[config.mk]
export PLATFORM = sky130hd
export DESIGN_NAME = hamming_rx_ctrl_flat
export DESIGN_NICKNAME = d
export VERILOG_FILES = /design/src/rtl/hamming_rx_ctrl_if.sv /design/src/rtl/hamming_rx_ctrl.sv /design/src/flat_wrapper.sv
export SDC_FILE = /design/constraint.sdc
export NUM_CORES = 1
export LEC_CHECK = 0
export CAP_MARGIN = 20
export CORE_ASPECT_RATIO = 1.4
export CORE_MARGIN = 3
export CORE_UTILIZATION = 55
export DETAILED_ROUTE_END_ITERATION = 8
export PLACE_DENSITY = 0.86
export SYNTH_ARGS = -nofsm -noshare
export SYNTH_HDL_FRONTEND = slang
export SYNTH_SLANG_ARGS = --single-unit
export TNS_END_PERCENT = 1
[constraint.sdc]
create_clock -name clk -period 2.6 [get_ports clk]
set_input_delay 0.78 -clock clk [delete_from_list [all_inputs] [get_ports clk]]
set_output_delay 0.78 -clock clk [all_outputs]
set_load 0.02 [all_outputs]
[src/rtl/hamming_rx_ctrl_if.sv]
// Handshake bundle for hamming_rx_ctrl: serial bit input, result output and
// error statistics. The DUT uses the slave view; the driver/consumer uses master.
interface hamming_rx_ctrl_if #(
  parameter int unsigned CNT_W = 8
);
  logic             ser_in;
  logic             ser_valid;
  logic             ser_ready;
  logic [0:3]       out_data;
  logic             out_valid;
  logic             out_ready;
  logic             err_flag;
  logic [2:0]       err_pos;
  logic [CNT_W-1:0] err_count;
  logic             clr_count;
  logic             frame_abort;
  logic             busy;

  modport slave (
    input  ser_in, ser_valid, out_ready, clr_count,
    output ser_ready, out_data, out_valid, err_flag, err_pos, err_count, frame_abort, busy
  );

  modport master (
    output ser_in, ser_valid, out_ready, clr_count,
    input  ser_ready, out_data, out_valid, err_flag, err_pos, err_count, frame_abort, busy
  );
endinterface

[src/rtl/hamming_rx_ctrl.sv]
// Serial Hamming(7,4) receiver: assembles 7-bit codewords, corrects single-bit
// errors, tracks error statistics and presents the nibble over valid/ready.
module hamming_rx_ctrl #(
  parameter int unsigned CNT_W   = 8,
  parameter int unsigned GAP_MAX = 15
) (
  input  logic                  clk,
  input  logic                  rst_n,
  hamming_rx_ctrl_if.slave      bus
);

  localparam logic [7:0] GapMax = 8'(GAP_MAX);

  typedef enum logic [1:0] {StIdle, StShift, StDecode, StHold} state_e;

  state_e           state_q, state_d;
  logic [6:0]       sh_q, sh_d;             // sh_q[i] holds codeword position i+1
  logic [2:0]       bit_cnt_q, bit_cnt_d;
  logic [7:0]       gap_cnt_q, gap_cnt_d;
  logic [0:3]       out_data_q, out_data_d;
  logic             out_valid_q, out_valid_d;
  logic             err_flag_q, err_flag_d;
  logic [2:0]       err_pos_q, err_pos_d;
  logic [CNT_W-1:0] err_count_q, err_count_d;
  logic             frame_abort_q, frame_abort_d;

  logic       ser_ready;
  logic       accept;
  logic [2:0] syn;
  logic [6:0] fixed;
  logic [0:3] dec_data;

  assign ser_ready = (state_q == StIdle) || (state_q == StShift);
  assign accept    = bus.ser_valid && ser_ready;

  // Syndrome and single-bit correction of the assembled codeword
  always_comb begin
    syn[0] = sh_q[0] ^ sh_q[2] ^ sh_q[4] ^ sh_q[6];
    syn[1] = sh_q[1] ^ sh_q[2] ^ sh_q[5] ^ sh_q[6];
    syn[2] = sh_q[3] ^ sh_q[4] ^ sh_q[5] ^ sh_q[6];
    fixed  = sh_q;
    if (syn != 3'd0) begin
      fixed = sh_q ^ (7'b1 << (syn - 3'd1));
    end
    dec_data = {fixed[2], fixed[4], fixed[5], fixed[6]};
  end

  // Next-state and datapath updates for the receive sequencer
  always_comb begin
    state_d       = state_q;
    sh_d          = sh_q;
    bit_cnt_d     = bit_cnt_q;
    gap_cnt_d     = gap_cnt_q;
    out_data_d    = out_data_q;
    out_valid_d   = out_valid_q;
    err_flag_d    = err_flag_q;
    err_pos_d     = err_pos_q;
    err_count_d   = err_count_q;
    frame_abort_d = 1'b0;

    unique case (state_q)
      StIdle: begin
        if (accept) begin
          sh_d      = {6'b0, bus.ser_in};
          bit_cnt_d = 3'd1;
          gap_cnt_d = 8'd0;
          state_d   = StShift;
        end
      end
      StShift: begin
        if (accept) begin
          sh_d[bit_cnt_q] = bus.ser_in;
          bit_cnt_d       = bit_cnt_q + 3'd1;
          gap_cnt_d       = 8'd0;
          if (bit_cnt_q == 3'd6) begin
            bit_cnt_d = 3'd0;
            state_d   = StDecode;
          end
        end else if (gap_cnt_q + 8'd1 == GapMax) begin
          // Link went quiet mid-frame: drop the partial codeword
          frame_abort_d = 1'b1;
          bit_cnt_d     = 3'd0;
          gap_cnt_d     = 8'd0;
          state_d       = StIdle;
        end else begin
          gap_cnt_d = gap_cnt_q + 8'd1;
        end
      end
      StDecode: begin
        out_data_d  = dec_data;
        err_pos_d   = syn;
        err_flag_d  = (syn != 3'd0);
        out_valid_d = 1'b1;
        if ((syn != 3'd0) && (err_count_q != '1)) begin
          err_count_d = err_count_q + CNT_W'(1);
        end
        state_d = StHold;
      end
      StHold: begin
        if (bus.out_ready) begin
          out_valid_d = 1'b0;
          state_d     = StIdle;
        end
      end
      default: state_d = StIdle;
    endcase

    // Clear has priority over a coincident increment
    if (bus.clr_count) begin
      err_count_d = '0;
    end
  end

  // State and output registers
  always_ff @(posedge clk or negedge rst_n) begin
    if (!rst_n) begin
      state_q       <= StIdle;
      sh_q          <= 7'd0;
      bit_cnt_q     <= 3'd0;
      gap_cnt_q     <= 8'd0;
      out_data_q    <= 4'd0;
      out_valid_q   <= 1'b0;
      err_flag_q    <= 1'b0;
      err_pos_q     <= 3'd0;
      err_count_q   <= '0;
      frame_abort_q <= 1'b0;
    end else begin
      state_q       <= state_d;
      sh_q          <= sh_d;
      bit_cnt_q     <= bit_cnt_d;
      gap_cnt_q     <= gap_cnt_d;
      out_data_q    <= out_data_d;
      out_valid_q   <= out_valid_d;
      err_flag_q    <= err_flag_d;
      err_pos_q     <= err_pos_d;
      err_count_q   <= err_count_d;
      frame_abort_q <= frame_abort_d;
    end
  end

  assign bus.ser_ready   = ser_ready;
  assign bus.out_data    = out_data_q;
  assign bus.out_valid   = out_valid_q;
  assign bus.err_flag    = err_flag_q;
  assign bus.err_pos     = err_pos_q;
  assign bus.err_count   = err_count_q;
  assign bus.frame_abort = frame_abort_q;
  assign bus.busy        = (state_q != StIdle);

endmodule
[src/flat_wrapper.sv]
// flat-port wrapper written by rule: the top's interface ports become plain ports
module hamming_rx_ctrl_flat 
#(
  parameter int unsigned CNT_W   = 8,
  parameter int unsigned GAP_MAX = 15
)
  (clk, rst_n, bus_ser_in, bus_ser_valid, bus_out_ready, bus_clr_count, bus_ser_ready, bus_out_data, bus_out_valid, bus_err_flag, bus_err_pos, bus_err_count, bus_frame_abort, bus_busy);
  hamming_rx_ctrl_if #(.CNT_W(CNT_W)) bus_i ();
  input  logic clk;
  input  logic rst_n;
  input wire logic [$bits(bus_i.ser_in)-1:0] bus_ser_in;
  input wire logic [$bits(bus_i.ser_valid)-1:0] bus_ser_valid;
  input wire logic [$bits(bus_i.out_ready)-1:0] bus_out_ready;
  input wire logic [$bits(bus_i.clr_count)-1:0] bus_clr_count;
  output wire logic [$bits(bus_i.ser_ready)-1:0] bus_ser_ready;
  output wire logic [$bits(bus_i.out_data)-1:0] bus_out_data;
  output wire logic [$bits(bus_i.out_valid)-1:0] bus_out_valid;
  output wire logic [$bits(bus_i.err_flag)-1:0] bus_err_flag;
  output wire logic [$bits(bus_i.err_pos)-1:0] bus_err_pos;
  output wire logic [$bits(bus_i.err_count)-1:0] bus_err_count;
  output wire logic [$bits(bus_i.frame_abort)-1:0] bus_frame_abort;
  output wire logic [$bits(bus_i.busy)-1:0] bus_busy;
  assign bus_i.ser_in = bus_ser_in;
  assign bus_i.ser_valid = bus_ser_valid;
  assign bus_i.out_ready = bus_out_ready;
  assign bus_i.clr_count = bus_clr_count;
  assign bus_ser_ready = bus_i.ser_ready;
  assign bus_out_data = bus_i.out_data;
  assign bus_out_valid = bus_i.out_valid;
  assign bus_err_flag = bus_i.err_flag;
  assign bus_err_pos = bus_i.err_pos;
  assign bus_err_count = bus_i.err_count;
  assign bus_frame_abort = bus_i.frame_abort;
  assign bus_busy = bus_i.busy;
  hamming_rx_ctrl #(.CNT_W(CNT_W), .GAP_MAX(GAP_MAX)) u_core (.clk(clk), .rst_n(rst_n), .bus(bus_i));
endmodule
==> results.ini <==
[outcome]
outcome = finished clean

[placement]
io_buffers = 25
gp_congestion = 0.810
placed_cells = 299
dp_hpwl_um = 3160
place_area_mm2 = 0.00243

[synthesis]
yosys_register_bits = 38
yosysUniqueCellTypes = 40
ys_async_sr_fraction_pct = 100
syn_area_per_cell_um2 = 8.98
synth_top_area_share_pct = 44.5
syn_area_mm2 = 0.00214
yosys.area.top_type = dfrtp_1
syn-num-nets = 247
ys_seq_area_share_pct = 44.5
synth_edf_count = 0
synthFlopType = dfrtp_1
yosys_warnings = 0
syn_inst = 238
synthTopCellsByArea = dfrtp_1 44%, o21ai_0 5.9%, nand2_1 5.3%

[floorplan]
start_util_pct = 57.7
die_h_um = 79.8
die_area_mm2 = 0.00468
row_count = 26
die_x_um = 58.7
io_pins = 26
core_mm2 = 0.00371

[detailed_routing]
wl_um = 4390
drc_errors = 0
routedWlPerCell_um = 14.3
via_per_inst = 5.87
final_antenna_net_count = 0
num_vias = 1803
first_pass_iters = 4
drtIter0Drc = 73

[clock_tree]
cts_num_sinks = 38
numCtsBuffers = 5
htree_levels = 2
clk_path_buf_depth = 2
cts_tree = yes
cts.repair.resized = 0
root_buffer = clkbuf_8
ctsHoldBuffers = 0
clock_latency_ns = 0.29
cts_setup_buffers = 0
path_clk_slew_ns = 0.08

[finish]
fillCellCount = 318
diodes = 0
fin_nets = 273
final_cell_mix = 38 x dfrtp_1, 30 x nand2_1, 25 x o21ai_0
layout-drive-gt1-share_pct = 9.06
syn_to_final_growth_pct = 20.2
layout_commonest_cell = dfrtp_1
stdcell_count = 307
finalInstanceArea_mm2 = 0.00257

[timing]
fmax_mhz = 440
setup_viol = 0
grt_setup_unrepaired = no
fin_tns_setup_ns = 0
tightest_slew_ns = 0.828
slew-limit-headroom_pct = 44.8
finalCritPeriodShare_pct = 87.3
hold_violations = 0
finalClockSkew_ns = 0.0129
fin_crit_ns = 2.27
drv_slew = 0

[pwr]
powerDensity_mw_per_mm2 = 1160
power.total_uw = 2990
vdd_drop_max_v = 0.000831
power.leakage_uw = 0.00108

[critical_path]
max_stage_delay_ns = 0.54
cp_data_required_time_ns = 1.82
worstPathCellList = inv_1 -> nand2_1 -> clkdlybuf4s50_1
crit_start = u_core.state_q[0]
worst_ep_arrival_time_ns = 1.49
worstPathBufferInverterCount = 2
cp_top_family = buffers and inverters
cp_slowest_cell = clkdlybuf4s50_1
crit_path_start_kind = flop
r2r-start = u_core.sh_q[6]
cp-end-kind = primary output
path_max_fanout = 7
worst-setup-path-type = flop to primary output

[global_route]
grt_use_met2_pct = 39.8
top_usage_layer = met2
grt_pass1_vias = 1822
use_met1_pct = 24.1
grt_pass1_wl_um = 7980
antenna_found_initial = 0
grt_overflow_total = 0
grt_usage_pct = 21.9
grt_max_degree = 39
globalRouteMet3Util_pct = 4.37

[run]
drv_cap = 0

[hold_path]
hp-start = u_core.bus.out_data[2]
min_path_type = flop to flop

-- registers in the layout (all words and copies together), names as in the netlist, named ones only --
signal                  cells
u_core.bus.err_count        8
u_core.gap_cnt_q            8
u_core.sh_q                 7
u_core.bus.out_data         4
u_core.bit_cnt_q            3
u_core.bus.err_pos          3
u_core.bus.err_flag         1
u_core.bus.frame_abort      1
u_core.bus.out_valid        1
u_core.state_q              1
-- final timing paths --
| kind | end | slack (ns) | depth (start not counted) |
|---|---|---|---|
| setup / recovery | bus_busy | 0.33 | 3 |
| hold reg to reg | u_core.bus.out_data[2] | 0.48 | 2 |
| max in group asynchronous | u_core.sh_q[0] | 1.48 | 1 |
| min in group asynchronous | u_core.bus.err_count[4] | 0.58 | 1 |
| setup reg to reg | u_core.bus.err_count[0] | 0.47 | 5 |
| hold / removal | u_core.bus.out_data[2] | 0.48 | 2 |
-- logic make-up after synthesis --
logic type	synth area share, %
muxes	4.97
AOI/OAI and AO/OA	17.4
DFF	44.5
buffers and inverters	3.86
and+or+nand+nor	21.2
xor gates and xnor gates	6.32
adders and majority gates	1.76
-- per-layer routing --
metal | wire (um) | share of wire, %
met1 | 1740 | 40
met2 | 2370 | 54
met3 | 198 | 4.5
met4 | 76 | 1.7
met5 | 0 | 0
-- power breakdown --
group          internal, uW  switching [uW]  leakage, uW
clock network           409             210    0.0000714
registers               762             174     0.000493
logic                   612             824     0.000520
total                  1780            1210      0.00108
-- worst register-to-register path: cells and delay by family (launching register included) --
kind	cells	cell delay, ns
compound gates	1	0.45
simple gates	2	0.32
flops	1	0.43
xor+xnor	1	0.52
mux	1	0.29
-- layout make-up --
type | count | area [um2] | share of cell area [%]
multi-input combinational | 180 | 1100 | 43.0
sequential | 38 | 951 | 37.0
timing repair buffer | 31 | 290 | 11.3
clock buffer | 6 | 82.6 | 3.21
clock inverter | 2 | 60.1 | 2.34
tap | 42 | 52.6 | 2.04
inverter | 8 | 30.0 | 1.17
-- synth_stat cells, drive strengths merged, types with 6 or more instances --
| cell type | count |
|---|---|
| clkbuf | 10 |
| nand2 | 30 |
| nand3 | 6 |
| inv | 8 |
| xnor2 | 9 |
| nor2b | 6 |
| nor3 | 7 |
| a21oi | 22 |
| nand4 | 6 |
| o21ai | 25 |
| dfrtp | 38 |
| nor2 | 12 |
| or3 | 8 |
-- stage by stage --
stage	hold slack [ns]	utilization (%)	worst slack, ns
4_1_cts	0.487	69.3	0.323
5_1_grt	0.517	69.3	0.276
6_report	0.481	69.3	0.329
3_5_place_dp	0.469	65.5	0.304
2_1_floorplan	0.484	-	0.737
3_3_place_gp	0.460	65.5	0.365
No activity file was read; power rests on OpenSTA's default activity.
